$ cat src/rtl/tdc_pkg.sv
// Shared TDC merge definitions: fine/coarse code widths, FSM state encoding
// and the output word width helpers.
package tdc_pkg;

  localparam int unsigned NUM_DECODE  = 8;
  localparam int unsigned COUNTER_DIG = 10;

  typedef enum logic [2:0] {
    S_IDLE,
    S_ARMED,
    S_SETTLE,
    S_READOUT,
    S_DONE
  } state_e;

  // Channel-id field width; never narrower than one bit.
  function automatic int unsigned ch_w(input int unsigned nch);
    return (nch <= 2) ? 1 : $clog2(nch);
  endfunction

  // Output word: {ch_id, timeout_flag, coarse, start_code, stop_code}.
  function automatic int unsigned dig_out_mc(input int unsigned nch);
    return ch_w(nch) + 1 + COUNTER_DIG + 2 * NUM_DECODE;
  endfunction

endpackage

$ cat src/rtl/tdc_merge_mc_if.sv
// Valid/ready output stream of the TDC merge block.
//   out       : data word (W bits)
//   out_valid : word valid
//   out_ready : downstream accept
interface tdc_merge_mc_if #(
  parameter int unsigned W = 29
);
  logic [W-1:0] out;
  logic         out_valid;
  logic         out_ready;

  modport master (output out, output out_valid, input out_ready);
  modport slave  (input out, input out_valid, output out_ready);
endinterface

$ cat src/rtl/tdc_edge_sync.sv
// Two-flop synchroniser plus registered rising-edge detector.
//   clk, rst : clock, asynchronous active-high reset
//   din      : asynchronous level input
//   pulse    : one-cycle pulse, usable by downstream logic on the third
//              clk edge after din is first sampled high
module tdc_edge_sync (
  input  logic clk,
  input  logic rst,
  input  logic din,
  output logic pulse
);

  // sh[1:0] synchronise, sh[2] holds the previous synchronised level.
  logic [2:0] sh;

  always_ff @(posedge clk or posedge rst) begin
    if (rst) begin
      sh    <= '0;
      pulse <= 1'b0;
    end else begin
      sh    <= {sh[1:0], din};
      pulse <= sh[1] & ~sh[2];
    end
  end

endmodule

$ cat src/rtl/tdc_merge_mc.sv
// Multi-channel TDC merge: captures a start fine code and per-channel stop
// fine/coarse codes, waits a settle period, then streams one word per hit
// channel in ascending channel order.
// Optional feature macro: TDC_TIMEOUT_EN (ARMED timeout after TMO_CYC cycles).
//   clk, irst      : clock, asynchronous active-high reset
//   in_store_start : async start strobe
//   in_store_stop  : async per-channel stop strobes
//   ch_en          : channel enable mask, sampled on start in IDLE
//   StartEdge      : start fine code
//   FallEdge       : stop fine codes, channel k at [k*NUM_DECODE +: NUM_DECODE]
//   Coarse         : coarse counter
//   o              : output stream (out, out_valid, out_ready)
//   busy           : high outside IDLE
//   done           : one-cycle end-of-measurement pulse
module tdc_merge_mc
  import tdc_pkg::*;
#(
  parameter int unsigned NCH     = 4,
  parameter int unsigned SETTLE  = 4,
  parameter int unsigned TMO_CYC = 1024
) (
  input  logic                      clk,
  input  logic                      irst,
  input  logic                      in_store_start,
  input  logic [NCH-1:0]            in_store_stop,
  input  logic [NCH-1:0]            ch_en,
  input  logic [NUM_DECODE-1:0]     StartEdge,
  input  logic [NCH*NUM_DECODE-1:0] FallEdge,
  input  logic [COUNTER_DIG-1:0]    Coarse,
  tdc_merge_mc_if.master            o,
  output logic                      busy,
  output logic                      done
);

  localparam int unsigned CH_W  = ch_w(NCH);
  localparam int unsigned DW    = dig_out_mc(NCH);
  localparam int unsigned SET_W = 8;

  // Reset asserts immediately, releases two clk edges after irst falls.
  logic [1:0] rst_q;
  logic       rst;

  always_ff @(posedge clk or posedge irst) begin
    if (irst) rst_q <= 2'b11;
    else      rst_q <= {rst_q[0], 1'b0};
  end

  assign rst = rst_q[1];

  logic           start_pulse;
  logic [NCH-1:0] stop_pulse;

  tdc_edge_sync u_start_sync (
    .clk   (clk),
    .rst   (rst),
    .din   (in_store_start),
    .pulse (start_pulse)
  );

  for (genvar k = 0; k < NCH; k++) begin : g_stop_sync
    tdc_edge_sync u_sync (
      .clk   (clk),
      .rst   (rst),
      .din   (in_store_stop[k]),
      .pulse (stop_pulse[k])
    );
  end

  state_e                  state;
  logic [NCH-1:0]          mask;
  logic [NCH-1:0]          hit;
  logic [NCH-1:0]          pend;
  logic [NUM_DECODE-1:0]   start_code;
  logic [NUM_DECODE-1:0]   stop_code [NCH];
  logic [COUNTER_DIG-1:0]  coarse_q  [NCH];
  logic [SET_W-1:0]        settle_cnt;
  logic [DW-1:0]           out_q;
  logic                    out_valid_q;
  logic                    tmo_flag;

`ifdef TDC_TIMEOUT_EN
  localparam int unsigned TMO_W = $clog2(TMO_CYC + 1);
  logic [TMO_W-1:0] tmo_cnt;
  logic             tmo_end_c;
  assign tmo_end_c = (tmo_cnt == TMO_W'(TMO_CYC - 1));
`else
  // Without the timeout feature the flag is a tied-off zero field.
  assign tmo_flag = 1'b0 & (TMO_CYC == 0);
`endif

  logic [NCH-1:0]  new_hit_c;
  logic [NCH-1:0]  hit_nxt_c;
  logic [NCH-1:0]  pick_c;
  logic [CH_W-1:0] sel_c;
  logic [NCH-1:0]  sel_oh_c;
  logic [DW-1:0]   word_c;

  assign new_hit_c = stop_pulse & mask & ~hit;
  assign hit_nxt_c = hit | new_hit_c;

  // First word is picked from hit while leaving SETTLE, later ones from pend.
  assign pick_c = (state == S_SETTLE) ? hit : pend;

  // Lowest-index pending channel.
  always_comb begin
    sel_c = '0;
    for (int i = NCH - 1; i >= 0; i--) begin
      if (pick_c[i]) sel_c = CH_W'(i);
    end
  end

  assign sel_oh_c = NCH'(1) << sel_c;
  assign word_c   = {sel_c, tmo_flag, coarse_q[sel_c], start_code, stop_code[sel_c]};

  // Measurement FSM with registered stream, busy and done outputs.
  always_ff @(posedge clk or posedge rst) begin
    if (rst) begin
      state       <= S_IDLE;
      mask        <= '0;
      hit         <= '0;
      pend        <= '0;
      start_code  <= '0;
      settle_cnt  <= '0;
      out_q       <= '0;
      out_valid_q <= 1'b0;
      busy        <= 1'b0;
      done        <= 1'b0;
      for (int k = 0; k < NCH; k++) begin
        stop_code[k] <= '0;
        coarse_q[k]  <= '0;
      end
`ifdef TDC_TIMEOUT_EN
      tmo_cnt     <= '0;
      tmo_flag    <= 1'b0;
`endif
    end else begin
      done <= 1'b0;
      case (state)
        S_IDLE: begin
          if (start_pulse && (|ch_en)) begin
            mask       <= ch_en;
            start_code <= StartEdge;
            busy       <= 1'b1;
            state      <= S_ARMED;
`ifdef TDC_TIMEOUT_EN
            tmo_cnt    <= '0;
            tmo_flag   <= 1'b0;
`endif
          end
        end

        S_ARMED: begin
          for (int k = 0; k < NCH; k++) begin
            if (new_hit_c[k]) begin
              stop_code[k] <= FallEdge[k*NUM_DECODE +: NUM_DECODE];
              coarse_q[k]  <= Coarse;
            end
          end
          hit        <= hit_nxt_c;
          settle_cnt <= '0;
          if (hit_nxt_c == mask) begin
            state <= S_SETTLE;
          end
`ifdef TDC_TIMEOUT_EN
          else if (tmo_end_c) begin
            tmo_flag <= 1'b1;
            if (hit_nxt_c == '0) begin
              state <= S_DONE;
              done  <= 1'b1;
            end else begin
              state <= S_SETTLE;
            end
          end else begin
            tmo_cnt <= tmo_cnt + TMO_W'(1);
          end
`endif
        end

        S_SETTLE: begin
          if (settle_cnt == SET_W'(SETTLE - 1)) begin
            out_q       <= word_c;
            out_valid_q <= 1'b1;
            pend        <= hit & ~sel_oh_c;
            state       <= S_READOUT;
          end else begin
            settle_cnt <= settle_cnt + SET_W'(1);
          end
        end

        S_READOUT: begin
          // Next word is loaded on the transfer edge so there is no bubble.
          if (out_valid_q && o.out_ready) begin
            if (|pend) begin
              out_q <= word_c;
              pend  <= pend & ~sel_oh_c;
            end else begin
              out_valid_q <= 1'b0;
              done        <= 1'b1;
              state       <= S_DONE;
            end
          end
        end

        S_DONE: begin
          hit   <= '0;
          busy  <= 1'b0;
          state <= S_IDLE;
        end

        default: state <= S_IDLE;
      endcase
    end
  end

  assign o.out       = out_q;
  assign o.out_valid = out_valid_q;

endmodule

$ cat src/flat_wrapper.sv
// flat-port wrapper written by rule: the top's interface ports become plain ports
module tdc_merge_mc_flat import tdc_pkg::*;
#(
  parameter int unsigned NCH     = 4,
  parameter int unsigned SETTLE  = 4,
  parameter int unsigned TMO_CYC = 1024
)
  (clk, irst, in_store_start, in_store_stop, ch_en, StartEdge, FallEdge, Coarse, busy, done, o_out, o_out_valid, o_out_ready);
  tdc_merge_mc_if #(.W((dig_out_mc(NCH)))) o_i ();
  input  logic clk;
  input  logic irst;
  input  logic in_store_start;
  input  logic [NCH-1:0] in_store_stop;
  input  logic [NCH-1:0] ch_en;
  input  logic [NUM_DECODE-1:0] StartEdge;
  input  logic [NCH*NUM_DECODE-1:0] FallEdge;
  input  logic [COUNTER_DIG-1:0] Coarse;
  output logic busy;
  output logic done;
  output wire logic [$bits(o_i.out)-1:0] o_out;
  output wire logic [$bits(o_i.out_valid)-1:0] o_out_valid;
  input wire logic [$bits(o_i.out_ready)-1:0] o_out_ready;
  assign o_out = o_i.out;
  assign o_out_valid = o_i.out_valid;
  assign o_i.out_ready = o_out_ready;
  tdc_merge_mc #(.NCH(NCH), .SETTLE(SETTLE), .TMO_CYC(TMO_CYC)) u_core (.clk(clk), .irst(irst), .in_store_start(in_store_start), .in_store_stop(in_store_stop), .ch_en(ch_en), .StartEdge(StartEdge), .FallEdge(FallEdge), .Coarse(Coarse), .o(o_i), .busy(busy), .done(done));
endmodule
$ cat config.mk
export PLATFORM = sky130hd
export DESIGN_NAME = tdc_merge_mc_flat
export DESIGN_NICKNAME = d
export VERILOG_FILES = /design/src/rtl/tdc_pkg.sv /design/src/rtl/tdc_merge_mc_if.sv /design/src/rtl/tdc_edge_sync.sv /design/src/rtl/tdc_merge_mc.sv /design/src/flat_wrapper.sv
export SDC_FILE = /design/constraint.sdc
export NUM_CORES = 1
export LEC_CHECK = 0
export ABC_AREA = 0
export ABC_CLOCK_PERIOD_IN_PS = 4500
export CAP_MARGIN = 20
export CORE_ASPECT_RATIO = 0.6
export CORE_UTILIZATION = 25
export CTS_CLUSTER_SIZE = 40
export DETAILED_ROUTE_END_ITERATION = 7
export GPL_TIMING_DRIVEN = 1
export HOLD_SLACK_MARGIN = 0.02
export PLACE_DENSITY = 0.42
export RECOVER_POWER = 25
export SLEW_MARGIN = 20
export SYNTH_ARGS = -nofsm -noshare
export SYNTH_HDL_FRONTEND = slang
export SYNTH_SLANG_ARGS = --single-unit
$ cat constraint.sdc
create_clock -name clk -period 4.5 [get_ports clk]
set_input_delay 0.45 -clock clk [delete_from_list [all_inputs] [get_ports clk]]
set_output_delay 0.45 -clock clk [all_outputs]
set_load 0.03 [all_outputs]
==> impl_metrics.py, run 1 <==
metrics = {
    "run_status": {
        "status": "finished with violations",
        "violations": "max-capacitance violations, max-slew violations",
    },
    "timing": {
        "report.final.slew_viol_count": 118,
        "setup_ws_ns": 1.60,
        "rsz0062_at_grt": "false",
        "max_freq_ghz": 0.344,
        "fin_tns_setup_ns": 0,
        "fin_skew_ns": 0.0108,
        "setup_viol": 0,
        "finalHoldViolCount": 0,
        "worst_slew_pin_slew_ns": 2.56,
        "period_needed_ns": 2.90,
        "final.period_utilization_pct": 64.5,
        "slew_headroom_pct": -70.8,
    },
    "logic_synthesis": {
        "ys_warn_count": 0,
        "synth.largest_area_cell": "dfrtp_1",
        "avgSynthCellArea_um2": 13.1,
        "async_flop_share_pct": 100,
        "synth-main-ff-cell": "dfrtp_1",
        "ys_seq_area_share_pct": 60.4,
        "netlist_area_mm2": 0.00647,
        "ys_seq_elements": 156,
        "synth.distinct_cells": 49,
        "synth_edf_count": 0,
        "synthDominantCellAreaShare_pct": 59.6,
        "ys_top_cells_by_area": "dfrtp_1 60%, mux2_2 16%, a222oi_1 2.8%",
        "syn_inst": 493,
        "synth_most_common_cell": "dfrtp_1",
        "synthTopCellsByCount": "154 x dfrtp_1, 92 x mux2_2, 40 x nor2_1",
    },
    "cts": {
        "cts_sinks": 156,
        "numCtsBuffers": 17,
        "cts_buffer_depth": 2,
        "htreeDepth": 4,
        "cts_tree": "done",
        "cts_hold_buf": 0,
        "root_buffer": "clkbuf_16",
        "clk_latency_ns": 0.42,
        "cts_setup_buffers": 0,
        "cts_resized": 0,
        "path_clk_slew_ns": 0.07,
    },
    "drt": {
        "drtPass1Iterations": 6,
        "vias": 4316,
        "totalWireLength_um": 16800,
        "wl_per_cell_um": 18.1,
        "ant_nets": 0,
        "post-route-drc-count": 0,
        "drtIter0Drc": 394,
        "vias_per_cell": 4.65,
    },
    "cells_and_area": {
        "drive_above_1_share_pct": 24.3,
        "layoutNonFillerInstCount": 929,
        "fin_nets": 650,
        "multi_input_area_mm2": 0.00239,
        "fin_util_pct": 33.0,
        "nFillCells": 2478,
        "syn_to_final_growth_pct": 29.3,
        "seq_area_mm2": 0.00391,
        "finalInstanceArea_mm2": 0.00836,
        "num_antenna_cells": 0,
    },
    "place": {
        "dp_cells": 895,
        "post-place-ws_ns": 1.58,
        "routabilityCongestion": 0.780,
        "postPlaceCellArea_mm2": 0.00769,
        "dp_hpwl_um": 11100,
        "portBuffers": 92,
    },
    "job": {
        "max_cap_viol_count": 1,
    },
    "setup_path": {
        "path_class": "register to register",
        "crit_required_ns": 4.83,
        "end_kind": "register",
        "cp_data_arrival_time_ns": 3.23,
        "critPathMaxFanout": 34,
        "start_kind": "register",
    },
    "power": {
        "power.density_mw_per_mm2": 558,
        "p_sw_uw": 1570,
        "seqPwrFrac_pct": 39.3,
        "clock_power_share_pct": 33.1,
        "combPwrFrac_pct": 27.6,
        "leakage_uw": 0.00367,
        "sw_frac_of_total_pct": 33.6,
        "peakVddDrop_v": 0.000217,
        "p_int_uw": 3100,
    },
    "global_routing": {
        "met1_usage_pct": 19.7,
        "grt_util_all_layers_pct": 13.5,
        "grt-busiest-layer": "met1",
        "grt_overflow_total": 0,
        "gr-usage-met3_pct": 4.21,
        "grt_pass1_wl_um": 26800,
        "use_met2_pct": 18.9,
        "grt_max_degree": 118,
        "grt_antenna_before_repair": 0,
        "grt_pass1_vias": 4519,
    },
    "die": {
        "dieArea_mm2": 0.0265,
        "start_util_pct": 25.5,
        "die_h_um": 127,
        "io_pins": 94,
        "die_w_um": 210,
        "core_area_mm2": 0.0253,
        "std_cell_rows": 45,
    },
    "worst_hold_path": {
        "hp-class": "register to register",
    },
}
[worst max-delay path: stages, from the launching register on]
cell and delay (ns):
dfrtp_1 0.40, ha_1 0.22, nor4b_1 0.52, a32oi_1 0.29, nor2_4 0.77, buf_4 0.36, nor2_1 0.07, a31oi_1 0.17
[power by group through the flow]
stage	logic, uW	clock network [uW]	registers, uW
2_1_floorplan	552	0	2030
3_3_place_gp	1270	0	1850
3_5_place_dp	1280	0	1860
4_1_cts	1280	1590	1840
5_1_grt	1380	1660	1870
6_report	1290	1540	1830
[through the flow]
step / power [uW] / hold WS [ns]
after floorplan: 2580 / 0.331
after global routing: 4910 / 0.352
final: 4660 / 0.340
after global placement: 3120 / 0.337
after detailed placement: 3140 / 0.335
after CTS: 4710 / 0.324
[logic make-up (layout without fill, tap and decap cells)]
| family | after synthesis | after routing | share of synthesized area, % |
|---|---|---|---|
| AOI/OAI and AO/OA | 79 | 79 | 9.11 |
| xor gates and xnor gates | 6 | 6 | 0.813 |
| adders and majority gates | 1 | 1 | 0.193 |
| buffers and inverters | 32 | 138 | 3.02 |
| DFF | 156 | 156 | 60.4 |
| muxes | 94 | 94 | 16.5 |
| other | 1 | 2 | 0.0580 |
| and+or+nand+nor | 124 | 124 | 9.87 |
[state kept, by name, summed over array words and instances, names as in the netlist, 8 cells and up]
register,flops
u_core.stop_code,32
u_core.g_stop_sync.u_sync.sh,12
u_core.start_code,8
u_core.coarse_q,40
u_core.o.out,28
u_core.settle_cnt,8
[worst paths after layout]
kind                                                start                        end  slack, ns  cells after the start
max in group asynchronous                 u_core.rst_q[1]       u_core.stop_code[15]       1.96                      2
worst min register to register  u_core.u_start_sync.sh[0]  u_core.u_start_sync.sh[1]       0.34                      0
min in group asynchronous                            irst            u_core.rst_q[0]       0.49                      2
worst min-delay path            u_core.u_start_sync.sh[0]  u_core.u_start_sync.sh[1]       0.34                      0
worst max-delay path                 u_core.settle_cnt[0]           u_core.o.out[20]       1.60                      7
worst max register to register       u_core.settle_cnt[0]           u_core.o.out[20]       1.60                      7
[per-layer routing]
metal / up-vias / wire length (um)
li1: 1988 / -
met4: 0 / 160
met3: 13 / 969
met1: 2207 / 8460
met5: - / 0
met2: 108 / 7240
[placed cells by master (no fill, tap or decap), types with 9 or more instances in the layout]
master,n
dfrtp_1,154
mux2_2,92
clkdlybuf4s50_1,86
nor2_1,39
nand2_1,34
a31oi_1,25
a222oi_1,18
clkbuf_16,17
nor3_1,9
a21oi_1,9
[layout make-up]
type | count | area share (%)
inverter | 6 | 0.314
timing repair buffer | 100 | 11.9
clock buffer | 19 | 5.30
clock inverter | 13 | 2.26
multi-input combinational | 306 | 28.6
sequential | 156 | 46.7
tap | 329 | 4.92
(Power assumes the default switching activity.)
==> run 2: changes to the inputs <==
- ABC_CLOCK_PERIOD_IN_PS: 4500 -> 2800
- PLACE_DENSITY: 0.42 -> 0.41
- clock period: 4.5 -> 2.8 ns (I/O delays scaled with it)
==> impl_metrics.py, run 2 (synthesized netlist as in run 1, its figures left out) <==
metrics = {
    "power": {
        "combPwrFrac_pct": 27.0,
        "sw_frac_of_total_pct": 32.2,
        "clock_power_share_pct": 34.5,
        "peakVddDrop_v": 0.000383,
        "leakage_uw": 0.00374,
        "power.density_mw_per_mm2": 900,
        "p_int_uw": 5190,
        "p_sw_uw": 2460,
        "seqPwrFrac_pct": 38.5,
    },
    "worst_hold_path": {
        "hp-class": "input pin to asynchronous set/reset pin",
    },
    "setup_path": {
        "crit_path_end": "u_core.o.out[5]",
        "crit_slowest_cell": "o21ai_2",
        "cp_data_arrival_time_ns": 2.80,
        "start_kind": "register",
        "startpoint": "u_core.state[1]",
        "crit_required_ns": 3.15,
        "timing.rr.end": "u_core.o.out[5]",
        "r2r_cells": 5,
        "cpPeakStageDelay_ns": 0.87,
        "r2r_slack_ns": 0.34,
        "path_cells": "nor3b_4, buf_4, o21ai_2, a222oi_1, a31oi_1",
        "path_class": "register to register",
        "end_kind": "register",
        "critPathMaxFanout": 18,
        "r2r-start": "u_core.state[1]",
    },
    "timing": {
        "fin_skew_ns": 0.00671,
        "rsz0062_at_grt": "false",
        "slew_headroom_pct": 12.1,
        "period_needed_ns": 2.46,
        "fin_tns_setup_ns": 0,
        "worst_slew_pin_slew_ns": 1.31,
        "holdWs_ns": 0.321,
        "final.period_utilization_pct": 87.7,
        "finalHoldViolCount": 0,
        "report.final.slew_viol_count": 0,
        "max_freq_ghz": 0.407,
        "setup_viol": 0,
    },
    "cts": {
        "cts_resized": 0,
        "numCtsBuffers": 17,
        "cts_hold_buf": 0,
        "cts_sinks": 156,
        "root_buffer": "clkbuf_16",
        "clk_latency_ns": 0.43,
        "cts_setup_buffers": 0,
        "path_clk_slew_ns": 0.06,
        "htreeDepth": 4,
        "cts_tree": "done",
        "cts_buffer_depth": 2,
    },
    "run_status": {
        "status": "finished, final reports clean",
    },
    "global_routing": {
        "grt_pass1_vias": 4524,
        "grt_overflow_total": 0,
        "grt_util_all_layers_pct": 12.9,
        "grt_max_degree": 79,
        "grt_pass1_wl_um": 25800,
        "grt_antenna_before_repair": 0,
    },
    "drt": {
        "post-route-drc-count": 0,
        "ant_nets": 0,
        "drtPass1Iterations": 6,
        "wl_per_cell_um": 17.5,
        "vias": 4331,
        "totalWireLength_um": 16400,
        "vias_per_cell": 4.62,
        "drtIter0Drc": 265,
    },
    "die": {
        "io_pins": 94,
        "die_w_um": 210,
        "dieArea_mm2": 0.0265,
        "std_cell_rows": 45,
        "core_area_mm2": 0.0253,
        "die_h_um": 127,
        "start_util_pct": 25.5,
    },
    "place": {
        "portBuffers": 92,
        "routabilityCongestion": 0.752,
        "dp_hpwl_um": 11000,
    },
    "cells_and_area": {
        "drive_above_1_share_pct": 25.3,
        "syn_to_final_growth_pct": 31.3,
        "most-common-layout-cells": "154 x dfrtp_1, 92 x mux2_2, 86 x clkdlybuf4s50_1, 39 x nor2_1, 34 x nand2_1",
        "final_common_cell": "dfrtp_1",
        "largest_reg_flops": 40,
        "regMostFlops": "u_core.coarse_q",
        "fin_nets": 658,
        "num_antenna_cells": 0,
        "nFillCells": 2489,
    },
    "job": {
        "max_cap_viol_count": 0,
    },
}
run 2: cell count changes in the layout (fill, tap and decap cells not counted), moves of 2 or more:
cell	before	now
buf_4	6	12
buf_12	0	4
clkinv_4	3	0
buf_8	2	0
bufinv_16	4	6
run 2: area by class of cell:
type / count / area (um2) / area share (%)
well taps: 329 / 412 / 4.85
clock buffers: 21 / 460 / 5.42
inverters: 6 / 23.8 / 0.280
clock inverters: 11 / 214 / 2.52
multi-input cells: 306 / 2380 / 28.1
repair buffers: 108 / 1090 / 12.9
flip-flops and latches: 156 / 3910 / 46.0
run 2: power by group through the flow:
stage	Sequential [uW]	Clock, uW	Combinational, uW
2_1_floorplan	3270	0	887
3_3_place_gp	2980	0	2060
3_5_place_dp	2980	0	2080
4_1_cts	2950	2710	2090
5_1_grt	3000	2800	2210
6_report	2940	2640	2060
run 2: per-stage QoR:
step | utilization (%) | std cells | area (um2) | setup slack, ns | power (uW)
6_report | 33.5 | 937 | 8490 | 0.344 | 7640
5_1_grt | 33.5 | 937 | 8490 | 0.162 | 8000
4_1_cts | 33.5 | 937 | 8490 | 0.345 | 7740
3_5_place_dp | 30.9 | 905 | 7820 | 0.345 | 5060
3_3_place_gp | 30.9 | 905 | 7820 | 0.386 | 5030
2_1_floorplan | - | 494 | 6470 | 0.483 | 4150
run 2: metal layers:
layer / GRT usage [%] / vias up / wire (um)
li1: - / 2008 / -
met4: 4.29 / 0 / 200
met3: 3.69 / 17 / 792
met1: 19.2 / 2185 / 8590
met5: 0 / - / 0
met2: 17.9 / 121 / 6780
run 2: worst min-delay path by stage:
stage                     cells past startpoint  slack (ns)                                 end
after floorplan                               1        0.19                     u_core.rst_q[0]
after global routing                          2        0.31                     u_core.rst_q[1]
after CTS                                     2        0.17                     u_core.rst_q[0]
after global placement                        0        0.34  u_core.g_stop_sync[0].u_sync.sh[1]
after detailed placement                      0        0.34  u_core.g_stop_sync[1].u_sync.sh[1]
final                                         2        0.32                     u_core.rst_q[1]
run 2: worst max-delay path: cells and delay by family, from the launching register on:
kind | cells | cell delay, ns
compound gates | 3 | 1.39
buf+inv | 1 | 0.20
flops | 1 | 0.54
simple gates | 1 | 0.23
